$ cat src/rtl/dmem_pkg.sv
// Shared definitions for the data-memory controller: access size codes and
// the controller state encoding.
package dmem_pkg;

  localparam logic [1:0] SZ_BYTE = 2'b00;
  localparam logic [1:0] SZ_HALF = 2'b01;
  localparam logic [1:0] SZ_WORD = 2'b10;

  typedef enum logic [1:0] {
    IDLE = 2'd0,
    RD   = 2'd1,
    WR   = 2'd2,
    RESP = 2'd3
  } state_t;

endpackage

$ cat src/rtl/dmem_lane_align.sv
// Little-endian lane steering: extracts and extends load data from a RAM word
// and merges sub-word store data into it.
module dmem_lane_align
  import dmem_pkg::*;
(
  input  logic [31:0] rword,
  input  logic [31:0] wdata,
  input  logic [1:0]  lane,
  input  logic [1:0]  size,
  input  logic        uns,
  output logic [31:0] rdata,
  output logic [31:0] merged
);

  logic [7:0]  byte_sel;
  logic [15:0] half_sel;

  assign byte_sel = rword[8*lane +: 8];
  assign half_sel = rword[16*lane[1] +: 16];

  always_comb begin
    rdata  = rword;
    merged = wdata;
    case (size)
      SZ_BYTE: begin
        rdata  = {{24{byte_sel[7] & ~uns}}, byte_sel};
        merged = rword;
        merged[8*lane +: 8] = wdata[7:0];
      end
      SZ_HALF: begin
        rdata  = {{16{half_sel[15] & ~uns}}, half_sel};
        merged = rword;
        merged[16*lane[1] +: 16] = wdata[15:0];
      end
      default: ;
    endcase
  end

endmodule

$ cat src/rtl/dmem_ctrl.sv
// Load/store controller for the 32-bit data RAM. Sub-word stores go through a
// read-modify-write; all RAM pins decode from the state register and latched request.
module dmem_ctrl
  import dmem_pkg::*;
#(
  parameter int          ADDR_W    = 10,
  parameter logic [31:0] BASE_ADDR = 32'h0000_0000
) (
  input  logic              clk,
  input  logic              rst_n,
  input  logic              req_valid,
  output logic              req_ready,
  input  logic              req_we,
  input  logic [1:0]        req_size,
  input  logic              req_unsigned,
  input  logic [31:0]       req_addr,
  input  logic [31:0]       req_wdata,
  output logic              resp_valid,
  input  logic              resp_ready,
  output logic [31:0]       resp_rdata,
  output logic              resp_err,
  output logic              mem_cs,
  output logic              mem_read_en,
  output logic              mem_write_en,
  output logic [ADDR_W-1:0] mem_addr,
  output logic [31:0]       mem_data_in,
  input  logic [31:0]       mem_data_out,
  output state_t            dbg_state
);

  // Handshakes: a transfer happens on a rising edge where valid and ready are
  // both 1; the request is ready only in IDLE, the response is valid only in RESP.
  state_t            state, state_nx;
  logic [ADDR_W+1:0] addr_q;
  logic [1:0]        size_q;
  logic              we_q, uns_q, err_q;
  logic [31:0]       wdata_q, rword;
  logic [31:0]       ext_data, merged;
  logic              accept, err_in;

  assign accept = (state == IDLE) && req_valid;

  assign err_in = (req_size == 2'b11)
               || ((req_size == SZ_HALF) && req_addr[0])
               || ((req_size == SZ_WORD) && (req_addr[1:0] != 2'b00))
               || (req_addr[31:ADDR_W+2] != BASE_ADDR[31:ADDR_W+2]);

  always_comb begin
    state_nx = state;
    case (state)
      IDLE: if (req_valid) begin
        if (err_in)                                state_nx = RESP;
        else if (!req_we || (req_size != SZ_WORD)) state_nx = RD;
        else                                       state_nx = WR;
      end
      RD:   state_nx = we_q ? WR : RESP;
      WR:   state_nx = RESP;
      RESP: if (resp_ready) state_nx = IDLE;
      default: state_nx = IDLE;
    endcase
  end

  always_ff @(posedge clk or negedge rst_n) begin
    if (!rst_n) begin
      state   <= IDLE;
      addr_q  <= '0;
      size_q  <= SZ_BYTE;
      we_q    <= 1'b0;
      uns_q   <= 1'b0;
      err_q   <= 1'b0;
      wdata_q <= '0;
      rword   <= '0;
    end else begin
      state <= state_nx;
      if (accept) begin
        addr_q  <= req_addr[ADDR_W+1:0];
        size_q  <= req_size;
        we_q    <= req_we;
        uns_q   <= req_unsigned;
        err_q   <= err_in;
        wdata_q <= req_wdata;
      end
      if (state == RD) rword <= mem_data_out;
    end
  end

  dmem_lane_align u_align (
    .rword  (rword),
    .wdata  (wdata_q),
    .lane   (addr_q[1:0]),
    .size   (size_q),
    .uns    (uns_q),
    .rdata  (ext_data),
    .merged (merged)
  );

  // The merge result equals wdata for word stores, so WR always drives it.
  assign mem_cs       = (state == RD) || (state == WR);
  assign mem_read_en  = (state == RD);
  assign mem_write_en = (state == WR);
  assign mem_addr     = mem_cs ? addr_q[ADDR_W+1:2] : '0;
  assign mem_data_in  = (state == WR) ? merged : '0;

  assign req_ready  = (state == IDLE);
  assign resp_valid = (state == RESP);
  assign resp_err   = (state == RESP) && err_q;
  assign resp_rdata = ((state == RESP) && !err_q && !we_q) ? ext_data : '0;
  assign dbg_state  = state;

endmodule

$ cat config.mk
export PLATFORM = sky130hd
export DESIGN_NAME = dmem_ctrl
export DESIGN_NICKNAME = d
export VERILOG_FILES = /design/src/rtl/dmem_pkg.sv /design/src/rtl/dmem_lane_align.sv /design/src/rtl/dmem_ctrl.sv
export SDC_FILE = /design/constraint.sdc
export NUM_CORES = 1
export LEC_CHECK = 0
export CAP_MARGIN = 20
export CORE_UTILIZATION = 41
export CTS_CLUSTER_DIAMETER = 60
export DETAILED_ROUTE_END_ITERATION = 7
export PLACE_DENSITY = 0.79
export SLEW_MARGIN = 20
export SYNTH_ARGS = -nofsm -noshare
export SYNTH_HDL_FRONTEND = slang
export SYNTH_SLANG_ARGS = --single-unit
$ cat constraint.sdc
create_clock -name clk -period 2.12 [get_ports clk]
set_input_delay 0.318 -clock clk [delete_from_list [all_inputs] [get_ports clk]]
set_output_delay 0.318 -clock clk [all_outputs]
set_load 0.02 [all_outputs]
== Yosys cells after proc, flatten, opt, wreduce, memory -nomap -nowiden ==
Cells that the tools add are included.
W data, S select, Z words.
Storage, ports and cells
  output and inout bits: 82
  input bits: 104
  word-level logic and storage cells: 61
  register bits after elaboration: 83
Cells by class
  reductions and logical operators: 19
  multiplexer cells: 13
  bitwise logic cells: 3
  add/subtract/negate cells: 2
  shift-type cells: 6
  equal/unequal tests: 10
Operators with widths (number)
  $pmux W32 S2: 2
  $neg A5 Y34: 2
  $bwmux W32: 2
  $mux W32: 2
  $shift A16 B34 Y32 const A: 1
  $shift A8 B34 Y32 const A: 1
  $shiftx A16 B34 Y32: 1
  $shiftx A8 B34 Y32: 1
  $shiftx A32 B6 Y16: 1
  $shiftx A32 B6 Y8: 1
  $reduce_bool A20 Y1: 1
  $mux W10: 1
  $eq A2 B2 Y1 const B: 4
  $mux W2: 4
  $pmux W2 S4: 1
  $eq A2 B1 Y1 const B: 3
  $logic_and A1 B1 Y1: 6
  $logic_or A1 B1 Y1: 5
  $logic_not A2 Y1: 2
  $ne A2 B2 Y1 const B: 2
  $logic_not A1 Y1: 3
  $and A1 B1 Y1: 2
  $ne A2 B1 Y1 const B: 1
  $reduce_and A2 Y1: 1
  3 further kinds: 3

== Depth between registers and ports, before layout ==
  depth after elaboration: 8
  gate-level depth with buffers: 8
  gate-level depth less buffers: 6

== Cells and area by module ==
Synthesis repeated with hierarchy kept, for this count alone.
Second synthesis, totals
  cell total of the unflattened synthesis: 553
  area, all modules: 5713.0 sq um
By module, submodules not included
  dmem_ctrl: area an instance 3799.9 sq um, seq. area each 2077.0 sq um, instances 1, cells an instance 289
  dmem_lane_align: area an instance 1913.1 sq um, seq. area each 0.0 sq um, instances 1, cells an instance 264

== Worst setup path before layout ==
Ideal clock, no wire load.
  path kind: register to output
  start point: reg state[1], in the netlist dbg_state[1]
  end point: out resp_rdata[21]
  path buffers: 2
  path slack: -0.395 ns
  required time: 1.802 ns
  arrival: 2.197 ns
  cell stages (with the launch flop): 7
  cells stage by stage: dfrtp_1 -> ha_1 -> or3b_1 -> buf_2 -> nor2_1 -> clkbuf_1 -> a21o_1
Between the ends
  longest elaborated chain between the ends: 4
Ends and longest elaborated chain
  from (decl): RTL line dmem_ctrl.sv:33  | state_t state, state_nx;
  from (signal assigned): RTL line dmem_ctrl.sv:74  | state <= state_nx;
  $eq A2 B2 Y1
  named net resp_valid: RTL line dmem_ctrl.sv:18  | output logic resp_valid,
  $logic_and A1 B1 Y1 (2 in a row): RTL line dmem_ctrl.sv:107  | assign resp_rdata = ((state == RESP) && !err_q && !we_q) ? ext_data : '0;
  $mux W32: RTL line dmem_ctrl.sv:107
  to (decl): RTL line dmem_ctrl.sv:20  | output logic [31:0] resp_rdata,
The timed path passes the listed nets, and every way through them passes these cells.

== Worst setup path in the final report ==
  start point: reg addr_q[0]
  end point: out mem_data_in[12]
Between the ends
  longest elaborated chain between the ends: 5
  elaborated cells between the ends (all ways): 6
  classes of those cells: 1 x add/sub; 2 x shift; 3 x mux
Ends and longest elaborated chain
  from (decl): RTL line dmem_ctrl.sv:34  | logic [ADDR_W+1:0] addr_q;
  from (signal assigned): RTL line dmem_ctrl.sv:76  | addr_q <= req_addr[ADDR_W+1:0];
  $neg A5 Y34 *: RTL line dmem_lane_align.sv:28  | merged[8*lane +: 8] = wdata[7:0];
  $shiftx A8 B34 Y32 or $shift A8 B34 Y32 (tied branches): RTL line dmem_lane_align.sv:28
  $bwmux W32 *: RTL line dmem_lane_align.sv:28
  $pmux W32 S2 *: RTL line dmem_lane_align.sv:24  | case (size)
  $mux W32 *: RTL line dmem_ctrl.sv:102  | assign mem_data_in = (state == WR) ? merged : '0;
  to (decl): RTL line dmem_ctrl.sv:26  | output logic [31:0] mem_data_in,
Mark *: on every way between the ends. The rest lies on a longest branch, timed or not.

==> results.json <==
{
  "firstDrtPassIters": 7,
  "hold_class": "input port to async pin",
  "crit_required_ps": 1800,
  "htreeDepth": 3,
  "p_switching_w": 0.00758,
  "fin_skew_ps": 10.4,
  "clk_pin_slew_ps": 60,
  "netlist-cell-type-count": 43,
  "met1_usage_pct": 36.7,
  "relSlewSlack_pct": 65.5,
  "rsz0062_at_grt": "yes",
  "crit_arrival_ps": 2290,
  "met2_usage_pct": 55.5,
  "path_cells": "inv_4 -> ha_4 -> and4b_2 -> a22o_1 -> a222oi_1 -> buf_4 -> nor2b_2 -> buf_6",
  "drv_slew": 0,
  "cts_sinks": 83,
  "die_h_um": 115,
  "cp-end-kind": "primary output",
  "routed_via_density": 6.01,
  "cts-root-buf": "clkbuf_16",
  "drive_above_1_share_pct": 55.3,
  "die_x_um": 115,
  "p_per_area_nw_per_um2": 1790,
  "grt_pass1_wl_mm": 31.6,
  "gr-total-overflow": 0,
  "design_area_sq_um": 9440,
  "busiest_layer": "met2",
  "dp_hpwl_mm": 14.8,
  "fin_ws_ps": -483,
  "timing.final.crit_share_pct": 123,
  "cts_buffer_depth": 2,
  "synth_cells": 488,
  "place_area_sq_um": 8210,
  "swShare_pct": 44.8,
  "total_power_w": 0.0169,
  "cts_tree": "built",
  "ant_nets": 0,
  "p_seq_share_pct": 21.1,
  "gp_congestion": 0.890,
  "cts_buffers": 9,
  "path_class": "flip-flop to primary output",
  "grt_util_all_layers_pct": 32.0,
  "core_region_area_sq_um": 12300,
  "die_area_sq_um": 13300,
  "grt_use_met3_pct": 6.91,
  "diodes": 0,
  "hold_violations": 0,
  "antenna_found_initial": 0,
  "fmax_mhz": 384,
  "initial_utilization_pct": 42.8,
  "synth-warning-count": 0,
  "layout.nets": 887,
  "setup_viol": 63,
  "ir_worst_vdd_mv": 1.05,
  "seq_area_sq_um": 2080,
  "worstSetupStartpointType": "flip-flop",
  "wl_per_cell_um": 22.4,
  "violations": "negative setup slack",
  "path_max_fanout": 7,
  "synth_edf_count": 0,
  "maxCapViolations": 0,
  "p_leak_nw": 4.02,
  "yosys_register_bits": 83,
  "drc_errors": 0,
  "p_int_w": 0.00935,
  "avgSynthCellArea_sq_um": 10.8,
  "fillers": 740,
  "slowest_stage": "dfrtp_1",
  "wl_mm": 21.2,
  "drtIter0Drc": 441,
  "tightest_slew_ps": 517,
  "async_flop_share_pct": 100,
  "port_buffers": 185,
  "pwr-share-comb_pct": 69.3,
  "vias": 5688,
  "syn_area_sq_um": 5250,
  "clk_latency_ps": 350,
  "multiInputGateArea_sq_um": 3700,
  "grt_pass1_vias": 5943,
  "fp-row-count": 40,
  "pre_cts_slack_ps": -512,
  "fin_crit_ps": 2600,
  "boundaryPins": 186,
  "areaGrowthSynthToFinish_pct": 79.9,
  "seq_area_frac_synth_pct": 39.6,
  "outcome": "finished with violations",
  "grt_max_degree": 49,
  "slowest_delay_ps": 420,
  "synth.net_count": 601,
  "p_clk_share_pct": 9.6,
  "ys.flop_type": "dfrtp_1"
}
critical path, delay by kind of cell, from the launching register on:
kind | cells | cell delay (ps)
compound gates | 2 | 510
buf+inv | 3 | 430
flops | 1 | 420
simple gates | 2 | 340
fa+ha+maj | 1 | 230
cells by family (layout without fill, tap and decap cells):
family | after synthesis | in the layout | share of synthesized area, %
AOI/OAI and AO/OA | 133 | 133 | 19.3
muxes | 106 | 106 | 23.8
and+or+nand+nor | 103 | 103 | 10.9
DFF | 83 | 83 | 39.6
buffers and inverters | 54 | 345 | 4.27
adders and majority gates | 9 | 9 | 2.15
registers in the layout (all words and copies together) (netlist names):
register / flops
addr_q: 12
dbg_state: 2
err_q: 1
rword: 32
size_q: 2
uns_q: 1
wdata_q: 32
we_q: 1
cell usage in the layout, fill, tap and decap left out, drive strengths merged, types with 9 or more instances in the layout:
cell type      count
ha                 9
a21o              16
a221o             16
nor3               9
a21oi             20
a22oi             16
nor2b             26
clkdlybuf4s50    106
buf              193
a221oi            15
dfrtp             83
and2              11
mux2              81
mux2i             18
clkbuf            20
inv               12
o21ai             11
nor2              30
final cells by class:
cell class | count | area share, %
clock buffers | 10 | 2.43
multi-input cells | 351 | 39.2
inverters | 13 | 0.636
well taps | 168 | 2.23
repair buffers | 316 | 32.7
flip-flops and latches | 83 | 22.1
clock inverters | 6 | 0.769
stage by stage:
step / utilization (%) / std cells / hold WS (ps) / setup TNS, ps
3_5_place_dp: 66.9 / 895 / 320 / -24950
2_1_floorplan: - / 488 / 22.4 / -106
4_1_cts: 71.9 / 924 / 478 / -20740
5_1_grt: 77.0 / 947 / 514 / -25500
6_report: 77.0 / 947 / 476 / -21250
3_3_place_gp: 66.9 / 895 / 310 / -21400
cell usage after synthesis (10+ instances only):
| cell type | instances | area (sq um) |
|---|---|---|
| a21o_1 | 16 | 120 |
| mux2i_1 | 18 | 180 |
| mux2_2 | 81 | 912 |
| nor2_1 | 30 | 113 |
| a21oi_1 | 20 | 100 |
| and2_1 | 11 | 68.8 |
| dfrtp_1 | 83 | 2080 |
| a221o_1 | 16 | 160 |
| clkbuf_1 | 29 | 109 |
| o21ai_0 | 11 | 55.1 |
| nor2b_1 | 26 | 163 |
| a22oi_1 | 16 | 120 |
| a221oi_1 | 15 | 131 |
| inv_1 | 10 | 37.5 |
path summary, 6_finish.rpt:
| path | start | to | slack (ps) | cells after the start |
|---|---|---|---|---|
| max | addr_q[0] | mem_data_in[12] | -480 | 8 |
| min | rst_n | rword[28] | 480 | 2 |
| max reg2reg | dbg_state[1] | rword[4] | 250 | 5 |
| min reg2reg | addr_q[6] | addr_q[6] | 500 | 1 |
| max in group asynchronous | rst_n | dbg_state[1] | 1000 | 3 |
| min in group clk | addr_q[6] | addr_q[6] | 500 | 1 |
routing by layer:
layer | share of wire [%] | vias up
li1 | - | 2464
met1 | 37 | 2816
met2 | 52 | 334
met3 | 7.4 | 74
met4 | 4.6 | 0
met5 | 0 | -
power groups by stage:
stage                     clock, W  combinational, W  sequential, W
after floorplan                  0           0.00564        0.00307
after global placement           0           0.00940        0.00340
after detailed placement         0           0.00963        0.00344
after CTS                  0.00164            0.0103        0.00347
after global routing       0.00170            0.0124        0.00362
final                      0.00162            0.0117        0.00358
repair_timing:
action / 4_1_cts / 5_1_grt
hold buffers: 1 / 0
pin swaps: 26 / 38
endpoints found under the setup margin: 78 / 74
setup buffers: 11 / 24
cloned: 1 / 2
gates resized for setup: 354 / 180
hold endpoints to repair: 35 / 0
Power figures use the tool's default switching activity.
